### src/rtl/alu_pkg.sv
// Shared encodings for the bitwise logic unit: operation select, FSM states,
// and the single-bit operation used by every digit slice.
package alu_pkg;

    typedef enum logic [1:0] {
        OP_AND = 2'd0,
        OP_OR  = 2'd1,
        OP_NOR = 2'd2,
        OP_XOR = 2'd3
    } op_e;

    typedef enum logic [1:0] {
        IDLE = 2'd0,
        BUSY = 2'd1,
        DONE = 2'd2
    } state_e;

    function automatic logic bit_op(input logic a, input logic b, input op_e o);
        logic r;
        case (o)
            OP_AND:  r = a & b;
            OP_OR:   r = a | b;
            OP_NOR:  r = ~(a | b);
            OP_XOR:  r = a ^ b;
            default: r = 1'b0;
        endcase
        return r;
    endfunction

endpackage

### src/rtl/logic_digit.sv
// Purely combinational DIGIT-bit slice of the bitwise logic unit; the same
// slice serves a full-width ALU when instantiated with DIGIT = WIDTH.
module logic_digit
    import alu_pkg::*;
#(
    parameter int DIGIT = 4
) (
    input  logic [DIGIT-1:0] in1,
    input  logic [DIGIT-1:0] in2,
    input  op_e              op,
    output logic [DIGIT-1:0] out
);

    genvar gi;
    generate
        for (gi = 0; gi < DIGIT; gi++) begin : g_bit
            assign out[gi] = bit_op(in1[gi], in2[gi], op);
        end
    endgenerate

endmodule

### src/rtl/logic_serial_unit.sv
// Digit-serial bitwise logic unit: latches two operands, processes DIGIT bits
// per cycle LSB-first, and holds the full result until the consumer takes it.
module logic_serial_unit
    import alu_pkg::*;
#(
    parameter int WIDTH = 32,
    parameter int DIGIT = 4
) (
    input  logic             clk,
    input  logic             rst,
    input  logic             in_valid,
    output logic             in_ready,
    input  logic [WIDTH-1:0] in1,
    input  logic [WIDTH-1:0] in2,
    input  logic [1:0]       op,
    output logic             out_valid,
    input  logic             out_ready,
    output logic [WIDTH-1:0] out1,
    output logic             zero
);

    localparam int NDIG  = WIDTH / DIGIT;
    localparam int CNT_W = (NDIG > 1) ? $clog2(NDIG) : 1;
    localparam logic [CNT_W-1:0] CNT_LOAD = CNT_W'(NDIG - 1);

    state_e           state_q, state_d;
    logic [CNT_W-1:0] cnt_q, cnt_d;
    logic [WIDTH-1:0] a_q, a_d;
    logic [WIDTH-1:0] b_q, b_d;
    logic [WIDTH-1:0] result_q, result_d;
    op_e              op_q, op_d;
    logic [DIGIT-1:0] digit_res;
    logic [WIDTH-1:0] result_shift;

    logic_digit #(
        .DIGIT(DIGIT)
    ) u_digit (
        .in1(a_q[DIGIT-1:0]),
        .in2(b_q[DIGIT-1:0]),
        .op (op_q),
        .out(digit_res)
    );

    // New digit enters at the top so that after NDIG shifts the first digit
    // computed sits in the least significant position.
    generate
        if (DIGIT == WIDTH) begin : g_single
            assign result_shift = digit_res;
        end else begin : g_multi
            assign result_shift = {digit_res, result_q[WIDTH-1:DIGIT]};
        end
    endgenerate

    always_comb begin
        state_d  = state_q;
        cnt_d    = cnt_q;
        a_d      = a_q;
        b_d      = b_q;
        op_d     = op_q;
        result_d = result_q;
        case (state_q)
            IDLE: begin
                if (in_valid) begin
                    a_d     = in1;
                    b_d     = in2;
                    op_d    = op_e'(op);
                    cnt_d   = CNT_LOAD;
                    state_d = BUSY;
                end
            end
            BUSY: begin
                a_d      = a_q >> DIGIT;
                b_d      = b_q >> DIGIT;
                result_d = result_shift;
                if (cnt_q == '0) begin
                    state_d = DONE;
                end else begin
                    cnt_d = cnt_q - CNT_W'(1);
                end
            end
            DONE: begin
                if (out_ready) begin
                    state_d = IDLE;
                end
            end
            default: state_d = IDLE;
        endcase
    end

    always_ff @(posedge clk) begin
        if (rst) begin
            state_q  <= IDLE;
            cnt_q    <= '0;
            a_q      <= '0;
            b_q      <= '0;
            op_q     <= OP_AND;
            result_q <= '0;
        end else begin
            state_q  <= state_d;
            cnt_q    <= cnt_d;
            a_q      <= a_d;
            b_q      <= b_d;
            op_q     <= op_d;
            result_q <= result_d;
        end
    end

    assign in_ready  = (state_q == IDLE);
    assign out_valid = (state_q == DONE);
    assign out1      = result_q;
    assign zero      = out_valid && (result_q == '0);

endmodule

### config.mk
export PLATFORM = sky130hd
export DESIGN_NAME = logic_serial_unit
export DESIGN_NICKNAME = d
export VERILOG_FILES = /design/src/rtl/alu_pkg.sv /design/src/rtl/logic_digit.sv /design/src/rtl/logic_serial_unit.sv
export SDC_FILE = /design/constraint.sdc
export NUM_CORES = 1
export LEC_CHECK = 0
export BUFFER_PORTS_ARGS = -buffer_cell sky130_fd_sc_hd__buf_2
export CORE_MARGIN = 5
export CORE_UTILIZATION = 35
export CTS_BUF_LIST = sky130_fd_sc_hd__clkbuf_8
export DETAILED_ROUTE_END_ITERATION = 7
export PLACE_DENSITY = 0.64
export REMOVE_ABC_BUFFERS = 1
export SLEW_MARGIN = 5
export SYNTH_ARGS = -nofsm -noshare
export SYNTH_HDL_FRONTEND = slang
export SYNTH_HIERARCHICAL = 1
export SYNTH_SLANG_ARGS = --single-unit
export TNS_END_PERCENT = 1
### constraint.sdc
create_clock -name clk -period 1.74 [get_ports clk]
set_input_delay 0.261 -clock clk [delete_from_list [all_inputs] [get_ports clk]]
set_output_delay 0.261 -clock clk [all_outputs]
set_load 0.01 [all_outputs]
# Word-level counts from Yosys, hierarchy flattened
# Cells that the tools add are included.
[op_classes]
addsub = 1
n_reduce_logical = 10
eq_ne = 9
n_bitwise = 16
mux = 15
[op_table]
columns = ["cell", "n"]
rows = [
  ["one-hot mux 32 bit (2 select lines)", 2],
  ["2-to-1 mux 32 bit", 2],
  ["zero test 32 bit", 1],
  ["one-hot mux 1 bit (4 select lines)", 4],
  ["== test 2 bit (second input constant)", 3],
  ["2-to-1 mux 2 bit", 3],
  ["2-to-1 mux 3 bit", 2],
  ["!= test 2 bit (second input constant)", 3],
  ["one-hot mux 2 bit (3 select lines)", 1],
  ["one-hot mux 3 bit (2 select lines)", 1],
  ["AND reduction 3 bit", 2],
  ["AND 1 bit", 4],
  ["== test 2 x 1 -> 1 bit (second input constant)", 2],
  ["zero test 2 bit", 2],
  ["NOT 1 bit", 4],
  ["bitwise OR 1 bit", 4],
  ["AND reduction 2 bit", 2],
  ["XOR 1 bit", 4],
  ["zero test 3 bit", 1],
  ["subtractor 3 x 1 -> 3 bit (second input constant)", 1],
  ["!= test 2 x 1 -> 1 bit (second input constant)", 1],
  ["nonzero test 2 bit", 1],
  ["logical AND 1 bit", 1],
]
[totals]
inputBits = 70
word_cells = 57
regBits = 103
output_inout_bits = 35

# Logic depth before layout (Yosys ltp)
[logic_depth]
depth_word = 3
mapped_depth = 7
mapped_depth_nobuf = 7

# By module
# Netlist, hierarchy kept.
[by_module_without_submodules]
columns = ["module", "seq_area_each_um2", "n_inst", "cells_each", "area_each_um2"]
rows = [
  ["logic_serial_unit", 2062.0, 1, 522, 4176.5],
  ["logic_digit", 0.0, 1, 38, 364.1],
]

# Worst setup path before layout
# OpenSTA, ideal clock, no wires.
[synth_timing]
kind = "reg-to-reg"
from = "register cnt_q[0]"
to = "register cnt_q[1]"
t_required_ps = 1645
path_stages_with_launch = 7
t_arrival_ps = 1308
slack_ps = 336
path_cell_list = "dfxtp_1 -> inv_1 -> ha_1 -> ha_1 -> nor3b_2 -> nor2_1 -> a221oi_1"
[synth_via]
elab_chain_len = 3
elab_cells_between_ends = 6
cone_classes = "1 x add/sub; 1 x eq/ne; 2 x mux; 2 x reduce/logical"
[synth_rtl]
columns = ["element", "line", "text"]
rows = [
  ["start: declaration", "logic_serial_unit.sv:27", "logic [CNT_W-1:0] cnt_q, cnt_d;"],
  ["start signal: assignment", "logic_serial_unit.sv:100", "cnt_q <= cnt_d;"],
  ["subtractor 3 x 1 -> 3 bit or zero test 3 bit (tied branches)", "logic_serial_unit.sv:78, logic_serial_unit.sv:75", ""],
  ["2-to-1 mux 3 bit or != test 2 bit (tied branches)", "n/a", ""],
  ["one-hot mux 3 bit (2 select lines) or AND reduction 3 bit (tied branches)", "n/a", ""],
]
# Parallel ways exist; a longest one is shown, timed or not. The select of a mux whose other input is x is not followed.
# A chain may end at the register's enable or synchronous reset.

# Final worst setup path
[layout_timing]
from = "register result_q[28], in the netlist out1[28]"
to = "output port zero"
[layout_via]
elab_chain_len = 2
[layout_rtl]
columns = ["element", "line", "text"]
rows = [
  ["start: declaration", "logic_serial_unit.sv:30", "logic [WIDTH-1:0] result_q, result_d;"],
  ["start signal: assignment", "logic_serial_unit.sv:104", "result_q <= result_d;"],
  ["zero test 32 bit", "logic_serial_unit.sv:111", "assign zero = out_valid && (result_q == '0);"],
  ["logical AND 1 bit", "logic_serial_unit.sv:111", ""],
  ["end: declaration", "logic_serial_unit.sv:19", "output logic zero"],
]
# No other way between the ends.

==> metrics.txt <==
status finished with violations; violated checks setup timing; worst slew margin relative to its limit 55.20%; Synth async-reset ratio 0%; highest clock rate 558.1 MHz; Setup violations, final 1; Pre-Repair DR Iteration Count 4; HP Class in -> reg; Sum Neg Setup Slack -51.66 ps; DIE HEIGHT 123.9 um; gr ovfl total 0; Routed Antenna Nets 0; DR DRC count 0; Leak Pwr 2.300 nW; GPL Wtd Cong 0.8178; # port buffers 104; first-pass GRT wire length 18350 um; max-cap violations 0; GRT Resource Usage Total 14.96%; Clock Skew 10.44 ps; VDD IR-drop max 390.8 uV; Period minus WS final 1792 ps; starting density of the core 35.83%; H-tree lvl count 3; Least-Margin Pin Slew 670.7 ps; syn avg cell area 8.108 sq um; final layout net count 722; worst skew pair latency 370 ps; clk buf depth 2; share of layout cells above drive strength 1 25.81%; Initial DRC Count 252; Seq cells post-synth 103; number of synthesized flops with an enable pin 0; final period utilization 103.0%; Cell Rows 41; Synth Instances 560; Final Max Slew Viols 0; Chip Width 123.9 um; IO Pins 105; crit path max fanout 2; commonest cells after routing, fill and taps aside nand2_1 (177), buf_2 (103), dfxtp_1 (96); post-synthesis cell area 0.004541 sq mm; core region area 0.01267 sq mm; Setup crit start kind flop; Power Density 968.5 mW/mm^2; critical setup path kind reg -> out; CTS clk-pin slew, worst paths 90 ps; RSZ-0062 raised after global routing yes; synth warn 6; # fillers 1310; ys flop type dfxtp_1; clock buffer count from CTS 9; DP Worst Slack 111.6 ps; TritonCTS Sinks 103; full die area 0.01535 sq mm; routed wire length per instance 14.02 um; via-per-instance ratio 4.930; largest net degree at the start of global routing 59; initial antenna violation count 0; Req. time, crit path 1480 ps; commonest non-fill, non-tap cell in the layout nand2_1; Via Count 4038; final hold violation count 0; clk root buf clkbuf_8; Post-DP HPWL 8151 um; Critical Path End Type primary output; CTS tree built; register area share after synthesis 45.41%; setup ws final -51.66 ps; DRT Wirelength 11480 um; WP data arrival 1530 ps; vias in the first global route 3768; unique cell type count in the Yosys netlist 32; n_diodes 0; Synth-to-Final Area Change 20.91%
kinds of logic after synthesis:
| kind of cell | synth area share (%) |
|---|---|
| buffers and inverters | 7.164 |
| adder cells (fa/ha/maj) | 2.756 |
| flip-flops | 45.41 |
| AO/OA/AOI/OAI | 17.66 |
| multiplexers | 1.323 |
| AND/OR/NAND/NOR | 25.68 |
synth_stat cells, drive strengths merged, types with 3 or more instances:
cell type,number,area (sq um)
a21oi,36,195.2
clkbuf,15,57.55
buf,32,222.7
a22oi,9,67.56
dfxtp,103,2062
nor3,6,50.05
nor4,8,50.05
inv,12,45.04
ha,10,125.1
a311oi,56,490.5
nand2,177,664.4
nor2b,7,73.82
nor2,70,262.8
and2b,3,27.53
mux2i,6,60.06
power by group:
| part | total (W) | leakage [nW] | internal (W) | switching, W |
|---|---|---|---|---|
| clock | 0.00156 | 0.105 | 0.000742 | 0.000819 |
| sequential | 0.00270 | 0.851 | 0.00257 | 0.000136 |
| combinational | 0.00106 | 1.34 | 0.000446 | 0.000610 |
final cells by class:
class | count | area [sq um] | share of cell area [%]
Tap cell | 172 | 215.2 | 3.920
Sequential cell | 103 | 2073 | 37.76
Timing Repair Buffer | 118 | 715.7 | 13.04
Multi-Input combinational cell | 398 | 2233 | 40.68
Clock buffer | 11 | 151.4 | 2.758
Inverter | 12 | 45.04 | 0.8204
Clock inverter | 5 | 56.30 | 1.026
per-stage QoR:
| step | instance area, sq um | hold WS (ps) | power (W) | utilization (%) | instances |
|---|---|---|---|---|---|
| after CTS | 5474 | 107.3 | 0.005377 | 43.20 | 819 |
| after global placement | 5199 | 452.5 | 0.003766 | 41.03 | 802 |
| after detailed placement | 5199 | 460.9 | 0.003805 | 41.03 | 802 |
| after floorplan | 4260 | 330.1 | 0.003378 | - | 513 |
| after global routing | 5490 | 118.3 | 0.005610 | 43.33 | 819 |
| final | 5490 | 123.5 | 0.005317 | 43.33 | 819 |
worst max-delay path: stages (launching register included):
cell	delay [ps]
dfxtp_4	370
nor4_4	280
nand3_1	130
nor3_2	220
buf_2	160
repair_timing:
action / in CTS / in global routing
buffers inserted: 1 / 0
setup endpoints to repair: 1 / 1
resized for setup: 13 / 5
pin swaps: 5 / 2
hold buffers: 0 / 0
endpoints found under the hold margin: 0 / 0
state kept, by name (all words and copies together), names as in the netlist:
signal   flops
a_q         32
out1        32
state_q      2
op_q         2
cnt_q        3
b_q         32
path summary, 6_finish.rpt:
| kind | startpoint | end | slack (ps) | cells after the start |
|---|---|---|---|---|
| hold / removal | in1[30] | a_q[30] | 120 | 3 |
| setup reg to reg | cnt_q[0] | cnt_q[2] | 170 | 6 |
| hold reg to reg | a_q[23] | a_q[19] | 470 | 2 |
| setup / recovery | out1[28] | zero | -50 | 4 |
layer usage:
metal / vias to the layer above / global-route usage [%] / share of wire, %
met2: 88 / 23.45 / 45
met1: 1864 / 20.10 / 48
li1: 2070 / - / -
met5: - / 0 / 0
met3: 16 / 3.815 / 4.8
met4: 0 / 4.997 / 1.8
(Power assumes the default switching activity.)
